**src/rtl/sprite_move_scheduler.sv**
```systemverilog
// Time-shares the VGA plot port among four sprite controllers: each granted move
// runs a 256-pixel clear pass, then a 256-pixel shifted redraw pass.
module sprite_move_scheduler (
    input  logic        clk,
    input  logic        resetn,
    input  logic [3:0]  req,
    input  logic [3:0]  axis,
    input  logic [27:0] amount,
    output logic [3:0]  ack,
    output logic        busy,
    output logic [3:0]  spr_draw,
    output logic        spr_clear,
    output logic        spr_shift_h,
    output logic        spr_shift_v,
    output logic [6:0]  spr_shift_amount,
    input  logic [31:0] spr_x,
    input  logic [27:0] spr_y,
    input  logic [47:0] spr_colour,
    output logic [7:0]  vga_x,
    output logic [6:0]  vga_y,
    output logic [11:0] vga_colour,
    output logic        plot
);
    localparam int N_SPR = 4;

    typedef enum logic [2:0] {S_IDLE, S_GRANT, S_CLEAR, S_SHIFT, S_DONE} state_t;

    state_t      state_q, state_d;
    logic [7:0]  cnt_q, cnt_d;
    logic [1:0]  last_q, last_d;
    logic [1:0]  gnt_q, gnt_d;
    logic        axis_q, axis_d;
    logic [6:0]  amt_q, amt_d;

    logic [3:0]  draw_q, ack_q;
    logic        clear_q, shift_h_q, shift_v_q, busy_q, plot_q;
    logic [7:0]  vga_x_q;
    logic [6:0]  vga_y_q;
    logic [11:0] vga_colour_q;

    logic [6:0]  amt_lane    [N_SPR];
    logic [7:0]  x_lane      [N_SPR];
    logic [6:0]  y_lane      [N_SPR];
    logic [11:0] colour_lane [N_SPR];

    genvar gi;
    generate
        for (gi = 0; gi < N_SPR; gi++) begin : g_lane
            assign amt_lane[gi]    = amount[7*gi +: 7];
            assign x_lane[gi]      = spr_x[8*gi +: 8];
            assign y_lane[gi]      = spr_y[7*gi +: 7];
            assign colour_lane[gi] = spr_colour[12*gi +: 12];
        end
    endgenerate

    // Round-robin search starting just above the last sprite served.
    logic       arb_found;
    logic [1:0] arb_idx;
    logic [1:0] cand;
    always_comb begin
        arb_found = 1'b0;
        arb_idx   = last_q;
        cand      = last_q;
        for (int k = 1; k <= N_SPR; k++) begin
            cand = last_q + 2'(k);
            if (!arb_found && req[cand]) begin
                arb_found = 1'b1;
                arb_idx   = cand;
            end
        end
    end

    always_comb begin
        state_d = state_q;
        cnt_d   = cnt_q;
        last_d  = last_q;
        gnt_d   = gnt_q;
        axis_d  = axis_q;
        amt_d   = amt_q;
        case (state_q)
            S_IDLE: begin
                if (arb_found) begin
                    state_d = S_GRANT;
                    gnt_d   = arb_idx;
                end
            end
            S_GRANT: begin
                axis_d  = axis[gnt_q];
                amt_d   = amt_lane[gnt_q];
                cnt_d   = 8'd0;
                state_d = S_CLEAR;
            end
            S_CLEAR: begin
                cnt_d = cnt_q + 8'd1;
                if (cnt_q == 8'd255) state_d = S_SHIFT;
            end
            S_SHIFT: begin
                cnt_d = cnt_q + 8'd1;
                if (cnt_q == 8'd255) state_d = S_DONE;
            end
            S_DONE: begin
                last_d  = gnt_q;
                state_d = S_IDLE;
            end
            default: state_d = S_IDLE;
        endcase
    end

    logic active_d, active_q;
    assign active_d = (state_d == S_CLEAR) || (state_d == S_SHIFT);
    assign active_q = (state_q == S_CLEAR) || (state_q == S_SHIFT);

    // Command outputs are registered from the next state so they line up with it.
    always_ff @(posedge clk or negedge resetn) begin
        if (!resetn) begin
            state_q      <= S_IDLE;
            cnt_q        <= 8'd0;
            last_q       <= 2'd3;
            gnt_q        <= 2'd0;
            axis_q       <= 1'b0;
            amt_q        <= 7'd0;
            draw_q       <= 4'd0;
            ack_q        <= 4'd0;
            clear_q      <= 1'b0;
            shift_h_q    <= 1'b0;
            shift_v_q    <= 1'b0;
            busy_q       <= 1'b0;
            plot_q       <= 1'b0;
            vga_x_q      <= 8'd0;
            vga_y_q      <= 7'd0;
            vga_colour_q <= 12'd0;
        end else begin
            state_q      <= state_d;
            cnt_q        <= cnt_d;
            last_q       <= last_d;
            gnt_q        <= gnt_d;
            axis_q       <= axis_d;
            amt_q        <= amt_d;
            draw_q       <= active_d ? (4'b0001 << gnt_d) : 4'd0;
            ack_q        <= (state_d == S_DONE) ? (4'b0001 << gnt_d) : 4'd0;
            clear_q      <= (state_d == S_CLEAR);
            shift_h_q    <= (state_d == S_SHIFT) && !axis_d;
            shift_v_q    <= (state_d == S_SHIFT) && axis_d;
            busy_q       <= (state_d != S_IDLE);
            plot_q       <= active_q;
            vga_x_q      <= x_lane[gnt_q];
            vga_y_q      <= y_lane[gnt_q];
            vga_colour_q <= colour_lane[gnt_q];
        end
    end

    assign ack              = ack_q;
    assign busy             = busy_q;
    assign spr_draw         = draw_q;
    assign spr_clear        = clear_q;
    assign spr_shift_h      = shift_h_q;
    assign spr_shift_v      = shift_v_q;
    assign spr_shift_amount = amt_q;
    assign vga_x            = vga_x_q;
    assign vga_y            = vga_y_q;
    assign vga_colour       = vga_colour_q;
    assign plot             = plot_q;

endmodule

```
**config.mk**
```make
export PLATFORM = sky130hd
export DESIGN_NAME = sprite_move_scheduler
export DESIGN_NICKNAME = d
export VERILOG_FILES = /design/src/rtl/sprite_move_scheduler.sv
export SDC_FILE = /design/constraint.sdc
export NUM_CORES = 1
export LEC_CHECK = 0
export BUFFER_PORTS_ARGS = -buffer_cell sky130_fd_sc_hd__buf_2
export CAP_MARGIN = 0
export CORE_MARGIN = 2
export CORE_UTILIZATION = 40
export DETAILED_ROUTE_END_ITERATION = 8
export PLACE_DENSITY = 0.75
export SLEW_MARGIN = 20
export SYNTH_ARGS = -nofsm -noshare
export SYNTH_HDL_FRONTEND = slang
export SYNTH_SLANG_ARGS = --single-unit
export TNS_END_PERCENT = 20
```
**constraint.sdc**
```tcl
create_clock -name clk -period 1.9 [get_ports clk]
set_input_delay 0.095 -clock clk [delete_from_list [all_inputs] [get_ports clk]]
set_output_delay 0.095 -clock clk [all_outputs]
set_load 0.01 [all_outputs]
```
==> results of run 1 <==
## worst max-delay path: cells and delay by family, from the launching register on
kind | cells | cell delay (ns)
AND/OR/NAND/NOR | 3 | 0.84
flip-flops | 1 | 0.44
adder cells (fa/ha/maj) | 1 | 0.25
AO/OA/AOI/OAI | 1 | 0.14
## cells by family (layout without fill, tap and decap cells)
kind of cell,count (synthesis),count (layout),synth area share (%)
compound gates,28,28,6.258
buf+inv,17,225,2.511
fa+ha+maj,1,1,0.3985
xor+xnor,2,2,0.5581
mux,48,48,29.65
flops,63,63,50.30
simple gates,54,54,10.32
## flip-flops by register name (all words and copies together), names as in the netlist
signal	cells
ack	4
axis_q	1
busy	1
cnt_q	8
gnt_q	2
last_q	2
plot	1
spr_clear	1
spr_draw	4
spr_shift_amount	7
spr_shift_h	1
spr_shift_v	1
state_q	3
vga_colour	12
vga_x	8
vga_y	7
## area by class of cell
| cell class | instances | area [sq um] |
|---|---|---|
| repair buffers | 205 | 1074 |
| clock buffers | 14 | 182.7 |
| fillers | 647 | 3126 |
| flip-flops and latches | 63 | 1582 |
| inverters | 4 | 15.01 |
| well taps | 102 | 127.6 |
| clock inverters | 2 | 60.06 |
| multi-input cells | 133 | 1481 |
## power breakdown
| group | internal (uW) | switching, uW | total, uW |
|---|---|---|---|
| clock | 884 | 488 | 1370 |
| combinational | 191 | 128 | 319 |
| sequential | 1380 | 11.5 | 1390 |
## per-layer routing
metal	vias to the layer above	track usage, %
li1	1231	-
met1	1327	25.66
met2	142	34.55
met3	5	4.312
met4	0	7.836
met5	-	0
## metrics by stage
stage                     cells  hold WS (ns)  setup WS (ns)
after detailed placement    506        0.1235         0.1287
after CTS                   523       0.05766         0.1042
after floorplan             213       -0.2006         0.2181
final                       523       0.07665         0.1321
after global routing        523       0.06767        0.01354
after global placement      506        0.1149         0.1816
## repair_timing
item / 4_1_cts / 5_1_grt
hold buffers: 1 / 0
setup endpoints to repair: 0 / 2
hold endpoints to repair: 22 / 0
gates resized for setup: 0 / 1
## cell usage in the layout (no fill, tap or decap), types with 2 or more instances in the layout
master | netlist | layout
inv_1 | 2 | 2
dfrtp_1 | 61 | 59
dfrtp_2 | 0 | 2
mux2i_1 | 3 | 3
and3_1 | 4 | 4
a21oi_1 | 5 | 5
mux4_2 | 35 | 35
o21ai_0 | 2 | 2
nor2b_1 | 2 | 2
nand2b_1 | 4 | 4
buf_2 | 3 | 192
nand4_1 | 3 | 3
buf_4 | 3 | 11
clkbuf_8 | 0 | 13
nor4_2 | 2 | 2
inv_2 | 2 | 2
a22o_1 | 3 | 3
a211oi_1 | 2 | 2
and2_1 | 3 | 3
nor2_1 | 6 | 6
bufinv_16 | 0 | 2
dfstp_2 | 2 | 2
mux2_2 | 8 | 8
mux2_1 | 2 | 2
o21ai_1 | 7 | 7
nand2_1 | 11 | 11
or2_1 | 2 | 2
nor3_1 | 5 | 5
nand3_1 | 3 | 3
## how the worst min path moves through the flow
stage                    endpoint  slack, ns           start  cells after the start
CTS                 vga_colour[9]       0.06  spr_colour[45]                      2
finish                   vga_y[4]       0.08       spr_y[25]                      2
floorplan                  ack[0]      -0.20          resetn                      0
detailed placement       cnt_q[0]       0.12          resetn                      1
global route        vga_colour[3]       0.07  spr_colour[27]                      2
global placement         cnt_q[0]       0.11          resetn                      1
==> impl_metrics.py, run 1 <==
metrics = {
    "layout": {
        "drive_above_1_share_pct": 65.80,
        "diodes": 0,
        "nets": 563,
        "syn2layout_area_growth_pct": 44.04,
        "fin_util_pct": 59.13,
        "design_area_sq_mm": 0.004522,
    },
    "logic_synthesis": {
        "avgSynthCellArea_sq_um": 14.74,
        "synthMostInstantiatedCell": "dfrtp_1",
        "synthTopCellsByArea": "dfrtp_1 49%, mux4_2 25%, mux2_2 2.9%",
        "ys_seq_area_share_pct": 50.30,
        "synth_top_area_share_pct": 48.62,
        "synth_cell_type_count": 49,
        "netlist_area_sq_mm": 0.003139,
        "synth-main-ff-cell": "dfrtp_1",
        "yosys-top-cells-count": "61 x dfrtp_1, 35 x mux4_2, 11 x nand2_1",
        "syn_nets": 360,
        "synth_edf_count": 0,
        "synthArstFlopShare_pct": 100.0,
        "ys_ff_latch": 63,
        "synth_cells": 213,
        "ys_warn_count": 0,
        "post-synth-top-area-cell": "dfrtp_1",
    },
    "setup_path": {
        "r2r_slack_ns": 0.13,
        "path_max_fanout": 6,
        "crit_chain": "ha_1 -> and3_1 -> nand4_1 -> or4b_1 -> a21oi_1",
        "worstPathArrival_ns": 2.01,
        "slowest_stage": "or4b_1",
        "r2r-start": "cnt_q[0]",
        "crit_path_end": "spr_draw[3]",
        "r2r_cells": 5,
        "cp.required_ns": 2.14,
        "startpoint_type": "flip-flop",
        "worstSetupEndpointType": "flip-flop",
        "critPathLaunch": "cnt_q[0]",
        "crit_type": "reg2reg",
        "cpPeakStageDelay_ns": 0.46,
        "timing.rr.end": "spr_draw[3]",
    },
    "routing": {
        "ant_nets": 0,
        "avgViaCountPerCell": 5.172,
        "drc_errors": 0,
        "first_iter_violations": 59,
        "met2_length_mm": 4.497,
        "highest_layer": "met4",
        "wl_mm": 8.705,
        "vias": 2705,
        "wl_per_cell_um": 16.64,
        "met3_length_um": 670,
        "routedLengthMet1_mm": 3.455,
        "drt_pass1_iterations": 4,
    },
    "place": {
        "portBuffers": 192,
        "place.gp.congestion": 0.8728,
        "dp_hpwl_mm": 7.088,
        "placed_area_sq_mm": 0.004268,
    },
    "global_routing": {
        "antenna_found_initial": 0,
        "grt_max_degree": 27,
        "grt-ovfl-total": 0,
        "grt_pass1_vias": 2720,
        "grtUsageTotal_pct": 20.37,
        "grt_pass1_wl_mm": 13.26,
    },
    "die": {
        "core.rowCount": 32,
        "die-area_sq_mm": 0.008573,
        "initial_core_util_pct": 41.05,
        "io_pins": 193,
        "die_h_um": 92.59,
        "die_w_um": 92.59,
        "core_sq_mm": 0.007647,
    },
    "run": {
        "drv_cap": 0,
    },
    "power_and_ir_drop": {
        "irDropWorstVdd_uv": 367.2,
        "power_uw": 3081,
        "p_per_area_mw_per_mm2": 681.3,
        "p_leak_uw": 0.002138,
    },
    "timing": {
        "relSlewSlack_pct": 62.74,
        "fin_setup_tns_ns": 0,
        "hold_viol": 0,
        "period_needed_ns": 1.768,
        "finalSetupViolations": 0,
        "finClkSkew_ns": 0.007298,
        "rsz0062_at_grt": "false",
        "period_share_pct": 93.05,
        "max_freq_mhz": 565.6,
        "slew_violations": 0,
        "tightest_slew_ns": 0.5589,
    },
    "outcome": {
        "status": "finished, final reports clean",
    },
    "clock_network": {
        "clockBufferDepth": 2,
        "cts_made_buffers": 9,
        "cts_root_buf": "clkbuf_8",
        "htree_levels": 3,
        "insertion_delay_ns": 0.33,
        "path_clk_slew_ns": 0.07,
        "cts_tree": "built",
        "cts_sinks": 63,
        "post-cts-setup-buffers": 0,
    },
    "worst_hold_path": {
        "min_path_type": "in2reg",
    },
}
Power figures use the tool's default switching activity.
==> run 2, diff against run 1 <==
PLACE_DENSITY = 0.84   (was 0.75)
==> impl_metrics.py, run 2 (same netlist as run 1, synthesis figures left out) <==
metrics = {
    "setup_path": {
        "startpoint_type": "flip-flop",
        "cpMostUsedCell": "and3_1",
        "crit_family": "simple AND/OR/NAND/NOR gates",
        "cpPeakStageDelay_ns": 0.42,
        "path_max_fanout": 5,
        "worstSetupEndpointType": "flip-flop",
        "crit_buf_inv": 0,
        "slowest_stage": "dfrtp_1",
        "cp.required_ns": 2.14,
        "crit_chain": "ha_2 -> and3_1 -> and3_1 -> nand4_1 -> nor4_2",
        "crit_type": "reg2reg",
        "worstPathArrival_ns": 2.00,
    },
    "global_routing": {
        "grt_pass1_wl_mm": 13.98,
        "grt_pass1_vias": 2918,
        "antenna_found_initial": 0,
        "grt-ovfl-total": 0,
        "grt_max_degree": 28,
        "grtUsageTotal_pct": 21.76,
    },
    "die": {
        "die-area_sq_mm": 0.008573,
        "core_sq_mm": 0.007647,
        "die_w_um": 92.59,
        "core.rowCount": 32,
        "initial_core_util_pct": 41.05,
        "die_h_um": 92.59,
        "io_pins": 193,
    },
    "routing": {
        "first_iter_violations": 155,
        "avgViaCountPerCell": 5.180,
        "wl_mm": 9.177,
        "ant_nets": 0,
        "drt_pass1_iterations": 4,
        "drc_errors": 0,
        "wl_per_cell_um": 17.55,
        "vias": 2709,
    },
    "timing": {
        "finClkSkew_ns": 0.006982,
        "tightest_slew_ns": 0.4626,
        "slew_violations": 0,
        "hold_viol": 0,
        "rsz0062_at_grt": "false",
        "max_freq_mhz": 568.6,
        "period_share_pct": 92.56,
        "finalSetupViolations": 0,
        "fin_setup_tns_ns": 0,
        "period_needed_ns": 1.759,
        "relSlewSlack_pct": 68.73,
    },
    "clock_network": {
        "insertion_delay_ns": 0.34,
        "post-cts-setup-buffers": 0,
        "cts_root_buf": "clkbuf_8",
        "cts_made_buffers": 9,
        "cts_tree": "built",
        "path_clk_slew_ns": 0.07,
        "clockBufferDepth": 2,
        "htree_levels": 3,
        "cts_sinks": 63,
    },
    "layout": {
        "final_cell_mix": "192 x buf_2, 59 x dfrtp_1, 35 x mux4_2",
        "diodes": 0,
        "nets": 563,
        "syn2layout_area_growth_pct": 43.68,
        "fin_util_pct": 58.98,
        "largest_reg_flops": 12,
        "drive_above_1_share_pct": 66.03,
        "final_common_cell": "buf_2",
        "n_fill_cell": 606,
    },
    "outcome": {
        "status": "finished, final reports clean",
    },
    "run": {
        "drv_cap": 0,
    },
    "power_and_ir_drop": {
        "irDropWorstVdd_uv": 403.1,
        "p_per_area_mw_per_mm2": 666.8,
        "p_leak_uw": 0.002130,
    },
    "worst_hold_path": {
        "min_path_type": "in2reg",
    },
    "place": {
        "dp_hpwl_mm": 7.416,
        "portBuffers": 192,
        "place.gp.congestion": 0.8740,
    },
}
-- run 2: changes by cell type in the layout (fill, tap and decap cells not counted), sizes merged --
cell | previous run | this run
clkbuf | 14 | 13
clkinv | 0 | 1
-- run 2: layout make-up --
type,instances,area [sq um],area share (%)
clock inverter,3,65.06,1.442
multi-input combinational,133,1489,33.01
clock buffer,13,158.9,3.523
sequential,63,1582,35.06
timing repair buffer,205,1074,23.80
inverter,4,15.01,0.3329
tap,102,127.6,2.829
-- run 2: what timing repair did --
item,4_1_cts,5_1_grt
endpoints found under the setup margin,0,3
hold buffers,1,0
hold endpoints to repair,18,0
gates resized for setup,0,3
-- run 2: power by group --
part	total (uW)	switching, uW	internal (uW)
clock network	1300	490	809
registers	1390	11.6	1380
logic	317	126	191
total	3010	628	2380
-- run 2: routing by layer --
| metal | global-route usage [%] | vias to the layer above | wire [um] | part of all wire (%) |
|---|---|---|---|---|
| li1 | - | 1233 | - | - |
| met1 | 23.86 | 1344 | 3365 | 37 |
| met2 | 40.02 | 115 | 5002 | 55 |
| met3 | 6.021 | 17 | 610 | 6.6 |
| met4 | 7.960 | 0 | 199 | 2.2 |
| met5 | 0 | - | 0 | 0 |
-- run 2: final timing paths --
kind,startpoint,depth (start not counted),endpoint,slack (ns)
worst max-delay path,cnt_q[1],5,ack[0],0.14
min in group asynchronous,resetn,2,cnt_q[4],0.24
max in group asynchronous,resetn,3,cnt_q[0],0.98
worst max register to register,cnt_q[1],5,ack[0],0.14
worst min register to register,spr_shift_amount[2],1,spr_shift_amount[2],0.51
worst min-delay path,spr_colour[40],2,vga_colour[4],0.07
-- run 2: per-stage QoR --
| step | worst slack (ns) | std cells | area [sq um] | total power, uW | hold slack, ns |
|---|---|---|---|---|---|
| finish | 0.1414 | 523 | 4511 | 3008 | 0.06670 |
| CTS | 0.09363 | 523 | 4502 | 3043 | 0.05491 |
| detailed placement | 0.1234 | 506 | 4268 | 1736 | 0.08270 |
| floorplan | 0.2181 | 213 | 3139 | 1507 | -0.2006 |
| global route | 0.01218 | 523 | 4511 | 3125 | 0.06308 |
| global placement | 0.1899 | 506 | 4268 | 1720 | 0.07255 |
==> run 3, diff against run 2 <==
CORE_UTILIZATION = 39   (was 40)
PLACE_DENSITY = 0.86   (was 0.84)
clock period = 1.6 ns   (was 1.9 ns; I/O delays follow)
==> impl_metrics.py, run 3 (same netlist as run 1, synthesis figures left out) <==
metrics = {
    "die": {
        "core.rowCount": 32,
        "die-area_sq_mm": 0.008783,
        "die_h_um": 93.72,
        "io_pins": 193,
        "initial_core_util_pct": 40.42,
        "core_sq_mm": 0.007767,
        "die_w_um": 93.72,
    },
    "setup_path": {
        "cpPeakStageDelay_ns": 0.63,
        "slowest_stage": "dfstp_2",
        "worstSetupEndpointType": "flip-flop",
        "cp.required_ns": 1.83,
        "worstPathArrival_ns": 1.84,
        "crit_chain": "and2_1 -> o221ai_2 -> a211o_1 -> a211oi_1",
        "path_max_fanout": 7,
        "startpoint_type": "flip-flop",
        "crit_type": "reg2reg",
    },
    "clock_network": {
        "insertion_delay_ns": 0.33,
        "cts_root_buf": "clkbuf_8",
        "cts_sinks": 63,
        "path_clk_slew_ns": 0.07,
        "cts_tree": "built",
        "htree_levels": 3,
        "cts_made_buffers": 9,
        "clockBufferDepth": 2,
    },
    "timing": {
        "finClkSkew_ns": 0.009994,
        "tightest_slew_ns": 0.4419,
        "period_share_pct": 100.4,
        "rsz0062_at_grt": "true",
        "relSlewSlack_pct": 70.54,
        "hold_viol": 0,
        "period_needed_ns": 1.607,
        "fin_ws_ns": -0.006889,
        "max_freq_mhz": 622.3,
        "slew_violations": 0,
        "finalSetupViolations": 2,
        "fin_setup_tns_ns": -0.006908,
    },
    "routing": {
        "ant_nets": 0,
        "wl_mm": 9.645,
        "vias": 2820,
        "wl_per_cell_um": 17.99,
        "avgViaCountPerCell": 5.261,
        "first_iter_violations": 128,
        "drt_pass1_iterations": 4,
        "drc_errors": 0,
    },
    "place": {
        "dp_hpwl_mm": 7.651,
        "portBuffers": 192,
        "dpl.cell_count": 515,
        "place.gp.congestion": 0.8701,
        "placed_area_sq_mm": 0.004360,
        "place_ws_ns": -0.07473,
    },
    "layout": {
        "nets": 576,
        "largest_reg_flops": 12,
        "n_fill_cell": 619,
        "design_area_sq_mm": 0.004656,
        "final_cell_mix": "192 x buf_2, 59 x dfrtp_1, 35 x mux4_2",
        "ff_latch_area_sq_mm": 0.001582,
        "syn2layout_area_growth_pct": 48.31,
        "final_cells": 536,
        "fin_util_pct": 59.94,
        "drive_above_1_share_pct": 67.97,
        "final_common_cell": "buf_2",
        "diodes": 0,
        "multi_input_area_sq_mm": 0.001534,
    },
    "outcome": {
        "status": "complete, but fails checks",
        "violations": "setup timing",
    },
    "global_routing": {
        "antenna_found_initial": 0,
        "grt_pass1_wl_mm": 14.30,
        "grt_max_degree": 47,
        "grt-ovfl-total": 0,
        "grt_pass1_vias": 2964,
        "grtUsageTotal_pct": 21.79,
    },
    "worst_hold_path": {
        "min_path_type": "in2reg",
    },
    "run": {
        "drv_cap": 0,
    },
    "power_and_ir_drop": {
        "p_per_area_mw_per_mm2": 721.6,
        "p_leak_uw": 0.002168,
        "irDropWorstVdd_uv": 388.4,
    },
}
[run 3: changes by cell type in the layout (fill, tap and decap cells not counted), moves of 2 or more]
cell        delta
and3_1         -2
and3_4         +2
buf_12         +2
buf_4          +9
buf_6          +2
clkbuf_8       -2
clkinvlp_4     +4
nor3_2         -2
[run 3: routing by layer]
| layer | up-vias | share of wire (%) | global-route usage [%] |
|---|---|---|---|
| met4 | 0 | 3.5 | 11.47 |
| met5 | - | 0 | 0 |
| li1 | 1260 | - | - |
| met3 | 28 | 6.2 | 5.056 |
| met1 | 1407 | 36 | 23.40 |
| met2 | 125 | 54 | 39.52 |
[run 3: what timing repair did]
| action | CTS | global route |
|---|---|---|
| hold endpoints to repair | 17 | 0 |
| gates resized for setup | 5 | 9 |
| hold buffers | 1 | 0 |
| setup endpoints to repair | 7 | 13 |
| pin swaps | 4 | 5 |
| buffers inserted | 2 | 2 |
[run 3: final timing paths]
kind                                     start             endpoint  slack (ns)  depth (start not counted)
min in group asynchronous               resetn        vga_colour[2]        0.22                          2
hold / removal                  spr_colour[29]        vga_colour[5]        0.06                          2
setup / recovery                     last_q[1]               ack[2]      -0.007                          4
hold reg to reg            spr_shift_amount[5]  spr_shift_amount[5]        0.51                          1
max in group asynchronous               resetn            last_q[0]        0.73                          3
setup reg to reg                     last_q[1]               ack[2]      -0.007                          4
[run 3: cell type report]
class                      instances  share of cell area [%]
clock buffer                      11                   2.822
inverter                           4                  0.3762
clock inverter                     5                   1.290
tap                              102                   2.741
multi-input combinational        133                   32.95
timing repair buffer             218                   25.85
sequential                        63                   33.97
[run 3: critical path, delay by kind of cell (launching register included)]
family           cells  cell delay, ns
AO/OA/AOI/OAI        3            0.71
flip-flops           1            0.63
AND/OR/NAND/NOR      1            0.16
[run 3: power breakdown]
part | leakage (uW) | switching (uW) | internal (uW)
Sequential | 0.000753 | 15.1 | 1640
Combinational | 0.00133 | 156 | 229
Clock | 0.0000818 | 603 | 719
[run 3: stage by stage]
stage,total power [uW],hold slack (ns)
after global placement,2045,0.03075
after detailed placement,2067,0.04591
after global routing,3504,0.05362
final,3360,0.05501
after floorplan,1789,-0.2156
after CTS,3394,0.04813
